## config.mk

```make
export PLATFORM = sky130hd
export DESIGN_NAME = grant_decoder_seq_flat
export DESIGN_NICKNAME = d
export VERILOG_FILES = /design/src/rtl/grant_decoder_seq_if.sv /design/src/rtl/grant_decoder_seq.sv /design/src/flat_wrapper.sv
export SDC_FILE = /design/constraint.sdc
export NUM_CORES = 1
export LEC_CHECK = 0
export ABC_CLOCK_PERIOD_IN_PS = 3200
export BUFFER_PORTS_ARGS = -buffer_cell sky130_fd_sc_hd__buf_4
export CAP_MARGIN = 0
export CORE_UTILIZATION = 45
export DETAILED_ROUTE_END_ITERATION = 7
export PLACE_DENSITY = 0.75
export SLEW_MARGIN = 25
export SYNTH_ARGS = -nofsm -noshare
export SYNTH_HDL_FRONTEND = slang
export SYNTH_SLANG_ARGS = --single-unit
```

## constraint.sdc

```tcl
create_clock -name clk -period 3.2 [get_ports clk]
set_input_delay 0.48 -clock clk [delete_from_list [all_inputs] [get_ports clk]]
set_output_delay 0.48 -clock clk [all_outputs]
set_load 0.01 [all_outputs]
```

## src/rtl/grant_decoder_seq_if.sv

```systemverilog
// Grant bus between a priority encoder/requester group (master) and grant_decoder_seq (slave).
// ENC/VLD is a valid-only offer; the decoder takes it on any edge it is IDLE, otherwise VLD is ignored.
interface grant_decoder_seq_if #(
    parameter int ENC_W = 2,
    parameter int CNT_W = 8
);
    localparam int N = 2 ** ENC_W;

    logic [ENC_W-1:0] ENC;
    logic             VLD;
    logic             ACK;
    logic [N-1:0]     GNT;
    logic [ENC_W-1:0] IDX;
    logic             BUSY;
    logic             ERR;
    logic [CNT_W-1:0] GCNT;
    logic [1:0]       dbg_state;

    modport master (
        output ENC, VLD, ACK,
        input  GNT, IDX, BUSY, ERR, GCNT, dbg_state
    );

    modport slave (
        input  ENC, VLD, ACK,
        output GNT, IDX, BUSY, ERR, GCNT, dbg_state
    );
endinterface

```

## src/rtl/grant_decoder_seq.sv

```systemverilog
// Captures an encoded request, drives a one-hot grant until ACK or timeout,
// then cools down before accepting the next request. Counts ACKed grants.
module grant_decoder_seq #(
    parameter int ENC_W    = 2,
    parameter int HOLD_CYC = 3,
    parameter int TIMEOUT  = 8,
    parameter int CNT_W    = 8
) (
    input  logic                 clk,
    input  logic                 reset,
    grant_decoder_seq_if.slave   bus
);
    localparam int N         = 2 ** ENC_W;
    localparam int TMR_MAX   = (TIMEOUT > HOLD_CYC) ? TIMEOUT : HOLD_CYC;
    localparam int TMR_W     = (TMR_MAX > 1) ? $clog2(TMR_MAX) : 1;
    localparam int HOLD_LAST = (HOLD_CYC > 0) ? HOLD_CYC - 1 : 0;

    typedef enum logic [1:0] {
        IDLE     = 2'd0,
        WAIT_ACK = 2'd1,
        COOL     = 2'd2
    } state_t;

    // With no cooldown the grant ends straight back in IDLE.
    localparam state_t POST_GRANT = (HOLD_CYC == 0) ? IDLE : COOL;
    localparam logic   POST_BUSY  = (HOLD_CYC != 0);
    localparam logic [N-1:0] ONE_HOT0 = N'(1);

    state_t           state_q;
    logic [TMR_W-1:0] tmr_q;
    logic [N-1:0]     gnt_q;
    logic [ENC_W-1:0] idx_q;
    logic             busy_q;
    logic             err_q;
    logic [CNT_W-1:0] gcnt_q;

    always_ff @(posedge clk or posedge reset) begin
        if (reset) begin
            state_q <= IDLE;
            tmr_q   <= '0;
            gnt_q   <= '0;
            idx_q   <= '0;
            busy_q  <= 1'b0;
            err_q   <= 1'b0;
            gcnt_q  <= '0;
        end else begin
            err_q <= 1'b0;
            case (state_q)
                IDLE: begin
                    if (bus.VLD) begin
                        idx_q   <= bus.ENC;
                        gnt_q   <= ONE_HOT0 << bus.ENC;
                        tmr_q   <= '0;
                        busy_q  <= 1'b1;
                        state_q <= WAIT_ACK;
                    end
                end
                WAIT_ACK: begin
                    // ACK takes precedence over a coincident timeout.
                    if (bus.ACK) begin
                        gnt_q   <= '0;
                        gcnt_q  <= gcnt_q + CNT_W'(1);
                        tmr_q   <= '0;
                        busy_q  <= POST_BUSY;
                        state_q <= POST_GRANT;
                    end else if (tmr_q == TMR_W'(TIMEOUT - 1)) begin
                        gnt_q   <= '0;
                        err_q   <= 1'b1;
                        tmr_q   <= '0;
                        busy_q  <= POST_BUSY;
                        state_q <= POST_GRANT;
                    end else begin
                        tmr_q <= tmr_q + TMR_W'(1);
                    end
                end
                COOL: begin
                    if (tmr_q == TMR_W'(HOLD_LAST)) begin
                        tmr_q   <= '0;
                        busy_q  <= 1'b0;
                        state_q <= IDLE;
                    end else begin
                        tmr_q <= tmr_q + TMR_W'(1);
                    end
                end
                default: begin
                    tmr_q   <= '0;
                    gnt_q   <= '0;
                    busy_q  <= 1'b0;
                    state_q <= IDLE;
                end
            endcase
        end
    end

    assign bus.GNT       = gnt_q;
    assign bus.IDX       = idx_q;
    assign bus.BUSY      = busy_q;
    assign bus.ERR       = err_q;
    assign bus.GCNT      = gcnt_q;
    assign bus.dbg_state = state_q;
endmodule
```

## src/flat_wrapper.sv

```systemverilog
// flat-port wrapper written by rule: the top's interface ports become plain ports
module grant_decoder_seq_flat 
#(
    parameter int ENC_W    = 2,
    parameter int HOLD_CYC = 3,
    parameter int TIMEOUT  = 8,
    parameter int CNT_W    = 8
)
  (clk, reset, bus_ENC, bus_VLD, bus_ACK, bus_GNT, bus_IDX, bus_BUSY, bus_ERR, bus_GCNT, bus_dbg_state);
  grant_decoder_seq_if #(.ENC_W(ENC_W), .CNT_W(CNT_W)) bus_i ();
  input  logic clk;
  input  logic reset;
  input wire logic [$bits(bus_i.ENC)-1:0] bus_ENC;
  input wire logic [$bits(bus_i.VLD)-1:0] bus_VLD;
  input wire logic [$bits(bus_i.ACK)-1:0] bus_ACK;
  output wire logic [$bits(bus_i.GNT)-1:0] bus_GNT;
  output wire logic [$bits(bus_i.IDX)-1:0] bus_IDX;
  output wire logic [$bits(bus_i.BUSY)-1:0] bus_BUSY;
  output wire logic [$bits(bus_i.ERR)-1:0] bus_ERR;
  output wire logic [$bits(bus_i.GCNT)-1:0] bus_GCNT;
  output wire logic [$bits(bus_i.dbg_state)-1:0] bus_dbg_state;
  assign bus_i.ENC = bus_ENC;
  assign bus_i.VLD = bus_VLD;
  assign bus_i.ACK = bus_ACK;
  assign bus_GNT = bus_i.GNT;
  assign bus_IDX = bus_i.IDX;
  assign bus_BUSY = bus_i.BUSY;
  assign bus_ERR = bus_i.ERR;
  assign bus_GCNT = bus_i.GCNT;
  assign bus_dbg_state = bus_i.dbg_state;
  grant_decoder_seq #(.ENC_W(ENC_W), .HOLD_CYC(HOLD_CYC), .TIMEOUT(TIMEOUT), .CNT_W(CNT_W)) u_core (.clk(clk), .reset(reset), .bus(bus_i));
endmodule
```

==> summary.txt, run 1 <==
Logic synthesis
  – Warning count from the yosys run: 0
  – Register bit total from synthesis: 21
  – Post-Synthesis Cells: between 90 and 100
  – Mapped Nets: roughly 110
  – Mapped Area: 1137 um^2
  – Unique cell type count in the Yosys netlist: 30
  – Synth Area per Inst: between 10 and 15 um^2
  – Sequential element share of the synthesized area: a little under half

Worst setup path
  – Required @ worst endpoint: approximately 3.4 ns
  – Flop2flop setup slack: roughly 1.4 ns
  – CP peak stage delay: between 0.4 and 0.5 ns
  – Critical path fanouts, max: 7
  – Setup crit end kind: flip-flop
  – CP Launch Type: flip-flop
  – Reg2reg end: u_core.bus.GNT[0]
  – R2R depth: 5
  – Critical path class: flip-flop to flip-flop
  – R2r startpoint: u_core.bus.dbg_state[1]
  – Critical path cell sequence: inv_1 -> ha_1 -> nor3b_4 -> nor3_4 -> mux2_4
  – Slowest CP cell: dfrtp_1
  – Crit path DAT: 1.96 ns
  – CP top delay family: simple AND/OR/NAND/NOR gates
  – WP buf/inv: 1
  – CP startpoint: u_core.bus.dbg_state[1]
  – CP Depth: 5
  – Worst Setup EP: u_core.bus.GNT[0]

Pwr
  – LEAKAGE: 0.6804 nW
  – Int Power: 719.0 uW
  – Combinational share of power: 50.8%
  – Register share of total power: 38.2%
  – P_sw: between 400 and 500 uW
  – Pwr/cell area: roughly 860 nW/um^2
  – Share of total power in the clock network: about 11%
  – Net Sw Frac: a little under two fifths
  – Peak VDD IR: ~490 uV

Global routing
  – Largest net degree at the start of global routing: 22
  – Vias in the first global route: between 700 and 800
  – First-pass GRT wire length: roughly 3400 um
  – Remaining Overflow, GRT: 0
  – Initial antenna violation count: 0
  – GRT Util Overall: ~17%

Timing
  – Hold Vio Cnt, Final: 0
  – Fin crit period: about 1.8 ns
  – Worst Max-Slew Pin Slew: a little under 0.8 ns
  – Final setup fails: 0
  – Fmax: between 500 and 600 MHz
  – Fin worst setup slack: approximately 1.4 ns
  – Setup TNS: 0 ns
  – Final Cycle Share: 54.87%
  – Final Skew: approximately 0.0024 ns
  – Unrepaired setup endpoints after global routing: no
  – Slew margin rel.: 48.62%
  – Max Slew Vio Count: 0

Clock network
  – Clock Tree Root: clkbuf_4
  – Clk sinks: 21
  – Setup Fix Bufs, Post-CTS: 0
  – CTS Hold Bufs: 0
  – Htree depth: 1
  – Post_cts resized: 0
  – CTS tree: done
  – Clk pin slew, worst setup/hold paths: around 0.11 ns
  – CTS buffer count: 3
  – CTS max path bufs: 2
  – Clk_lat worst skew: around 0.31 ns

Route
  – Total wire length: a little under 2000 um
  – Routed Antenna Nets: 0
  – Routed len/inst: approximately 13 um
  – 1st-pass router iterations: 4
  – Detailed router's first-iteration violation count: 17
  – Routed vias/inst: between 5 and 6
  – Vias: approximately 780
  – Detailed-route DRC error count: 0

Place
  – Gpl congestion: between 0.7 and 0.8
  – Port Buffer Count: 23
  – Half-perimeter wire length after placement: around 1500 um
  – DP Worst Slack: about 1.5 ns

Finish
  – Most used cells in the layout excluding fill and tap cells: 23 x buf_4, 21 x dfrtp_1, 10 x nand2_1, 10 x ha_1, 9 x inv_1
  – Share of cells above drive strength 1: 29.51%
  – Nets@finish: approximately 140
  – Ant. Diodes: 0
  – Area Growth Syn to Fin: 19.58%
  – Commonest non-fill, non-tap cell in the layout: buf_4

Floorplan
  – Area of the core: 2297 um^2
  – I/O Pins: 24
  – Die ar.: 2733 um^2
  – Die W: 52.28 um
  – Cell row count: 17
  – Die Ht: 52.28 um
  – Initial Utilization: just under 50%

Min path
  – Hold Path Class: input port to async pin

Outcome
  – Status: finished, final reports clean

Flow run
  – Max-cap violation count: 0
## cells by family after synthesis
logic type,share of synthesized area (%)
fa+ha+maj,11.00
xor+xnor,5.391
flops,46.20
buf+inv,4.290
simple gates,16.50
mux,11.22
compound gates,5.391
## power by group through the flow
stage	combinational (mW)	sequential, mW	clock, mW
2_1_floorplan	0.354	0.480	0
3_3_place_gp	0.584	0.445	0
3_5_place_dp	0.594	0.453	0
4_1_cts	0.599	0.447	0.134
5_1_grt	0.660	0.462	0.142
6_report	0.592	0.446	0.129
## synth_stat cells
cell | n | share of area, %
nor3_4 | 1 | 1.4
nand2_1 | 10 | 3.3
nor3_1 | 2 | 0.88
and3_1 | 1 | 0.55
and2_1 | 1 | 0.55
a211oi_2 | 1 | 1.1
nor2_1 | 3 | 0.99
nor4_2 | 1 | 1.1
nor2b_4 | 1 | 1.2
and3b_1 | 1 | 0.77
a22oi_1 | 1 | 0.66
xor2_1 | 2 | 1.5
dfrtp_1 | 21 | 46
nand2b_1 | 1 | 0.55
o31ai_1 | 3 | 2.0
inv_1 | 9 | 3.0
nor3b_1 | 1 | 0.66
or3_1 | 1 | 0.55
a2bb2oi_1 | 1 | 0.77
xnor2_1 | 5 | 3.9
ha_1 | 10 | 11
mux2_1 | 6 | 5.9
nand3_2 | 1 | 0.88
buf_6 | 1 | 0.99
clkinv_1 | 1 | 0.33
mux2_4 | 4 | 5.3
a21oi_1 | 2 | 0.88
nor3b_4 | 1 | 1.7
nor2b_1 | 1 | 0.55
nand3_1 | 2 | 0.88
## worst register-to-register path, cell delays in order (launching register included)
cell	delay (ns)
dfrtp_1	0.43
inv_1	0.10
ha_1	0.28
nor3b_4	0.21
nor3_4	0.32
mux2_4	0.33
## state kept, by name, summed over array words and instances, names as in the netlist
| name | count |
|---|---|
| u_core.bus.BUSY | 1 |
| u_core.bus.dbg_state | 2 |
| u_core.bus.GCNT | 8 |
| u_core.bus.GNT | 4 |
| u_core.tmr_q | 3 |
| u_core.bus.IDX | 2 |
| u_core.bus.ERR | 1 |
## worst min-delay path by stage
stage / to / slack [ns] / depth (start not counted)
floorplan: u_core.bus.BUSY / 0.46 / 1
CTS: u_core.bus.GCNT[7] / 0.33 / 2
global placement: u_core.bus.GCNT[7] / 0.46 / 1
global route: u_core.bus.IDX[1] / 0.38 / 2
finish: u_core.bus.GNT[1] / 0.30 / 2
detailed placement: u_core.bus.GCNT[7] / 0.47 / 1
## cell type report
cell class	instances	area (um^2)
fillers	200	937.1
multi-input cells	64	563.0
flip-flops and latches	21	525.5
repair buffers	23	172.7
inverters	10	37.54
well taps	28	35.03
clock buffers	4	26.28
## metal layers
layer / GRT usage [%] / vias to the layer above / routed length [um]
met1: 24.22 / 381 / 936
li1: - / 373 / -
met4: 6.579 / 0 / 34
met3: 2.609 / 4 / 97
met2: 26.28 / 25 / 909
met5: 0 / - / 0
## stage by stage
stage | std cells | util [%] | total power [mW] | hold slack, ns | area, um^2
2_1_floorplan | 96 | - | 0.8344 | 0.4565 | 1137
3_3_place_gp | 146 | 58.06 | 1.029 | 0.4584 | 1334
3_5_place_dp | 146 | 58.06 | 1.047 | 0.4681 | 1334
4_1_cts | 150 | 59.20 | 1.181 | 0.3323 | 1360
5_1_grt | 150 | 59.20 | 1.263 | 0.3763 | 1360
6_report | 150 | 59.20 | 1.166 | 0.3017 | 1360
No activity file was read; power rests on OpenSTA's default activity.
==> run 2: changes to the inputs <==
ABC_AREA = 1   (was default)
ABC_CLOCK_PERIOD_IN_PS = 1800   (was 3200)
clock period = 1.8 ns   (was 3.2 ns; I/O delays follow)
==> summary.txt, run 2 <==
Timing
  – Final Skew: 0.004641 ns
  – Setup TNS: 0 ns
  – Hold Slack: between 0.2 and 0.3 ns
  – Fin crit period: ~1.5 ns
  – Final Cycle Share: ~85%
  – Hold Vio Cnt, Final: 0
  – Worst Max-Slew Pin Slew: 0.2829 ns
  – Slew margin rel.: a little over 80%
  – Fmax: about 660 MHz
  – Final setup fails: 0
  – Max Slew Vio Count: 0
  – Unrepaired setup endpoints after global routing: no

Worst setup path
  – Required @ worst endpoint: 2.00 ns
  – Critical path class: flip-flop to flip-flop
  – Critical path fanouts, max: 8
  – Critical path cell sequence: inv_1 -> ha_1 -> nand3_1 -> nor2_2 -> nand2_1 -> nand2_1 -> nand2_1
  – R2R depth: 7
  – Flop2flop setup slack: about 0.27 ns
  – Setup crit end kind: flip-flop
  – CP peak stage delay: around 0.44 ns
  – CP Launch Type: flip-flop
  – Most numerous cell on the critical path: nand2_1
  – R2r startpoint: u_core.bus.dbg_state[1]
  – Slowest CP cell: dfrtp_1
  – Reg2reg end: u_core.bus.GCNT[4]
  – Crit path DAT: 1.72 ns

Global routing
  – First-pass GRT wire length: approximately 3600 um
  – Remaining Overflow, GRT: 0
  – Largest net degree at the start of global routing: 22
  – Initial antenna violation count: 0
  – GRT Util Overall: between 10% and 20%
  – Vias in the first global route: between 800 and 900

Pwr
  – Register share of total power: approximately 40%
  – Peak VDD IR: about 700 uV
  – Net Sw Frac: 41.83%
  – LEAKAGE: ~0.77 nW
  – P_sw: slightly above 800 uW
  – Pwr Total: between 1.5 and 2 mW
  – Int Power: 1.156 mW
  – Combinational share of power: around half
  – Pwr/cell area: about 1400 nW/um^2
  – Share of total power in the clock network: between 10% and 20%

Floorplan
  – Die ar.: about 2800 um^2
  – I/O Pins: 24
  – Die W: about 52 um
  – Die Ht: around 52 um
  – Area of the core: between 2000 and 2500 um^2
  – Cell row count: 17
  – Initial Utilization: about half

Logic synthesis
  – Warning count from the yosys run: 0
  – Number of synthesized flops with an enable pin: 0
  – Synth Area per Inst: ~8.4 um^2
  – Sequential element share of the synthesized area: between 40% and 50%
  – Most frequent cell after synthesis: nand2_1
  – Post-Synthesis Cells: about 140
  – Unique cell type count in the Yosys netlist: 20
  – Biggest area consumer among synthesized cells: dfrtp_1
  – Mapped Nets: about 150
  – Post-synth top flop: dfrtp_1
  – Register bit total from synthesis: 21
  – Synth top area cells: dfrtp_1 46%, nand2_1 14%, ha_1 11%, inv_1 6.2%, nand3_1 4.8%
  – Mapped Area: between 1000 and 1500 um^2
  – Top cells by count, synth: 44 x nand2_1, 21 x dfrtp_1, 19 x inv_1
  – Share of the synthesized area in the top cell type: between 40% and 50%
  – Async SR Flop Fraction: 100.0%

Route
  – Met1 Routed Length: a little under 1000 um
  – DR WL met3: approximately 80 um
  – 1st-pass router iterations: 4
  – Metal2 WL: about 1100 um
  – Detailed-route DRC error count: 0
  – Detailed router's first-iteration violation count: 15
  – Vias: about 900
  – Top layer in use: met4
  – Routed len/inst: approximately 11 um
  – Routed Antenna Nets: 0
  – Total wire length: between 2000 and 2500 um
  – Routed vias/inst: 4.818

Clock network
  – Htree depth: 1
  – Clk sinks: 21
  – CTS buffer count: 3
  – Clock Tree Root: clkbuf_4
  – CTS tree: done
  – Clk pin slew, worst setup/hold paths: between 0.1 and 0.15 ns
  – Clk_lat worst skew: around 0.30 ns
  – Setup Fix Bufs, Post-CTS: 0
  – CTS max path bufs: 2

Finish
  – Area Growth Syn to Fin: 21.40%
  – Most used cells in the layout excluding fill and tap cells: 44 x nand2_1, 24 x buf_4, 21 x dfrtp_1
  – Post-Layout Inst Area: between 1000 and 1500 um^2
  – Share of cells above drive strength 1: about a quarter
  – Max FFs per register: 8
  – Nets@finish: 181
  – Fill cell count: 206
  – Final core occ: between 60% and 70%
  – Ant. Diodes: 0
  – Commonest non-fill, non-tap cell in the layout: nand2_1

Min path
  – WHS Endpoint: u_core.tmr_q[1]
  – Worst Hold Launch: bus_VLD
  – Hold Path Class: input port to flip-flop
  – Hold-critical path depth: 4

Place
  – Half-perimeter wire length after placement: approximately 1700 um
  – Gpl congestion: slightly above 0.8
  – Port Buffer Count: 23
  – Placed cell area: 1354 um^2

Flow run
  – Max-cap violation count: 0

Outcome
  – Status: finished, final reports clean
run 2: cell families after synthesis:
logic type / share of synthesized area [%]
simple gates: 29.80
buf+inv: 7.533
flops: 45.85
fa+ha+maj: 10.92
compound gates: 2.620
xor+xnor: 2.293
mux: 0.9825
run 2: worst max-delay path by stage:
stage	from	endpoint	slack, ns	cells after the start
after detailed placement	u_core.bus.dbg_state[1]	u_core.bus.GCNT[7]	0.29	7
after global placement	u_core.bus.dbg_state[1]	u_core.bus.GCNT[7]	0.32	7
after global routing	u_core.bus.dbg_state[1]	u_core.bus.GCNT[4]	0.09	7
final	u_core.bus.dbg_state[1]	u_core.bus.GCNT[4]	0.27	7
after floorplan	u_core.tmr_q[0]	u_core.bus.GNT[0]	0.44	5
after CTS	u_core.bus.dbg_state[1]	u_core.bus.GCNT[7]	0.26	7
run 2: worst max-delay path, delay by kind of cell, from the launching register on:
kind	cells	cell delay, ns
and+or+nand+nor	5	0.56
DFF	1	0.44
adders and majority gates	1	0.32
buffers and inverters	1	0.11
run 2: power by group through the flow:
stage / Sequential [mW] / Combinational (mW) / Clock (mW)
after global routing: 0.816 / 1.10 / 0.250
after CTS: 0.787 / 0.990 / 0.233
after floorplan: 0.841 / 0.559 / 0
after detailed placement: 0.796 / 0.987 / 0
after global placement: 0.783 / 0.952 / 0
final: 0.789 / 0.976 / 0.221
run 2: through the flow:
step           setup WS [ns]  instances
4_1_cts               0.2619        192
3_5_place_dp          0.2906        187
5_1_grt              0.09197        192
3_3_place_gp          0.3250        187
2_1_floorplan         0.4388        136
6_report              0.2739        192
run 2: routing by layer:
metal,up-vias,track usage [%]
li1,477,-
met1,428,20.55
met2,18,33.33
met3,2,2.609
met4,0,7.456
met5,-,0
run 2: layout make-up:
type                       instances  area (um^2)  area share [%]
sequential                        21        525.5           37.77
clock buffer                       3        22.52           1.619
clock inverter                     1        5.005          0.3597
tap                               28        35.03           2.518
multi-input combinational         93        534.3           38.40
timing repair buffer              25        190.2           13.67
inverter                          21        78.83           5.665
run 2: what timing repair did:
| item | 4_1_cts | 5_1_grt |
|---|---|---|
| hold buffers | 1 | 0 |
| resized for setup | 0 | 0 |
| endpoints found under the hold margin | 21 | 0 |
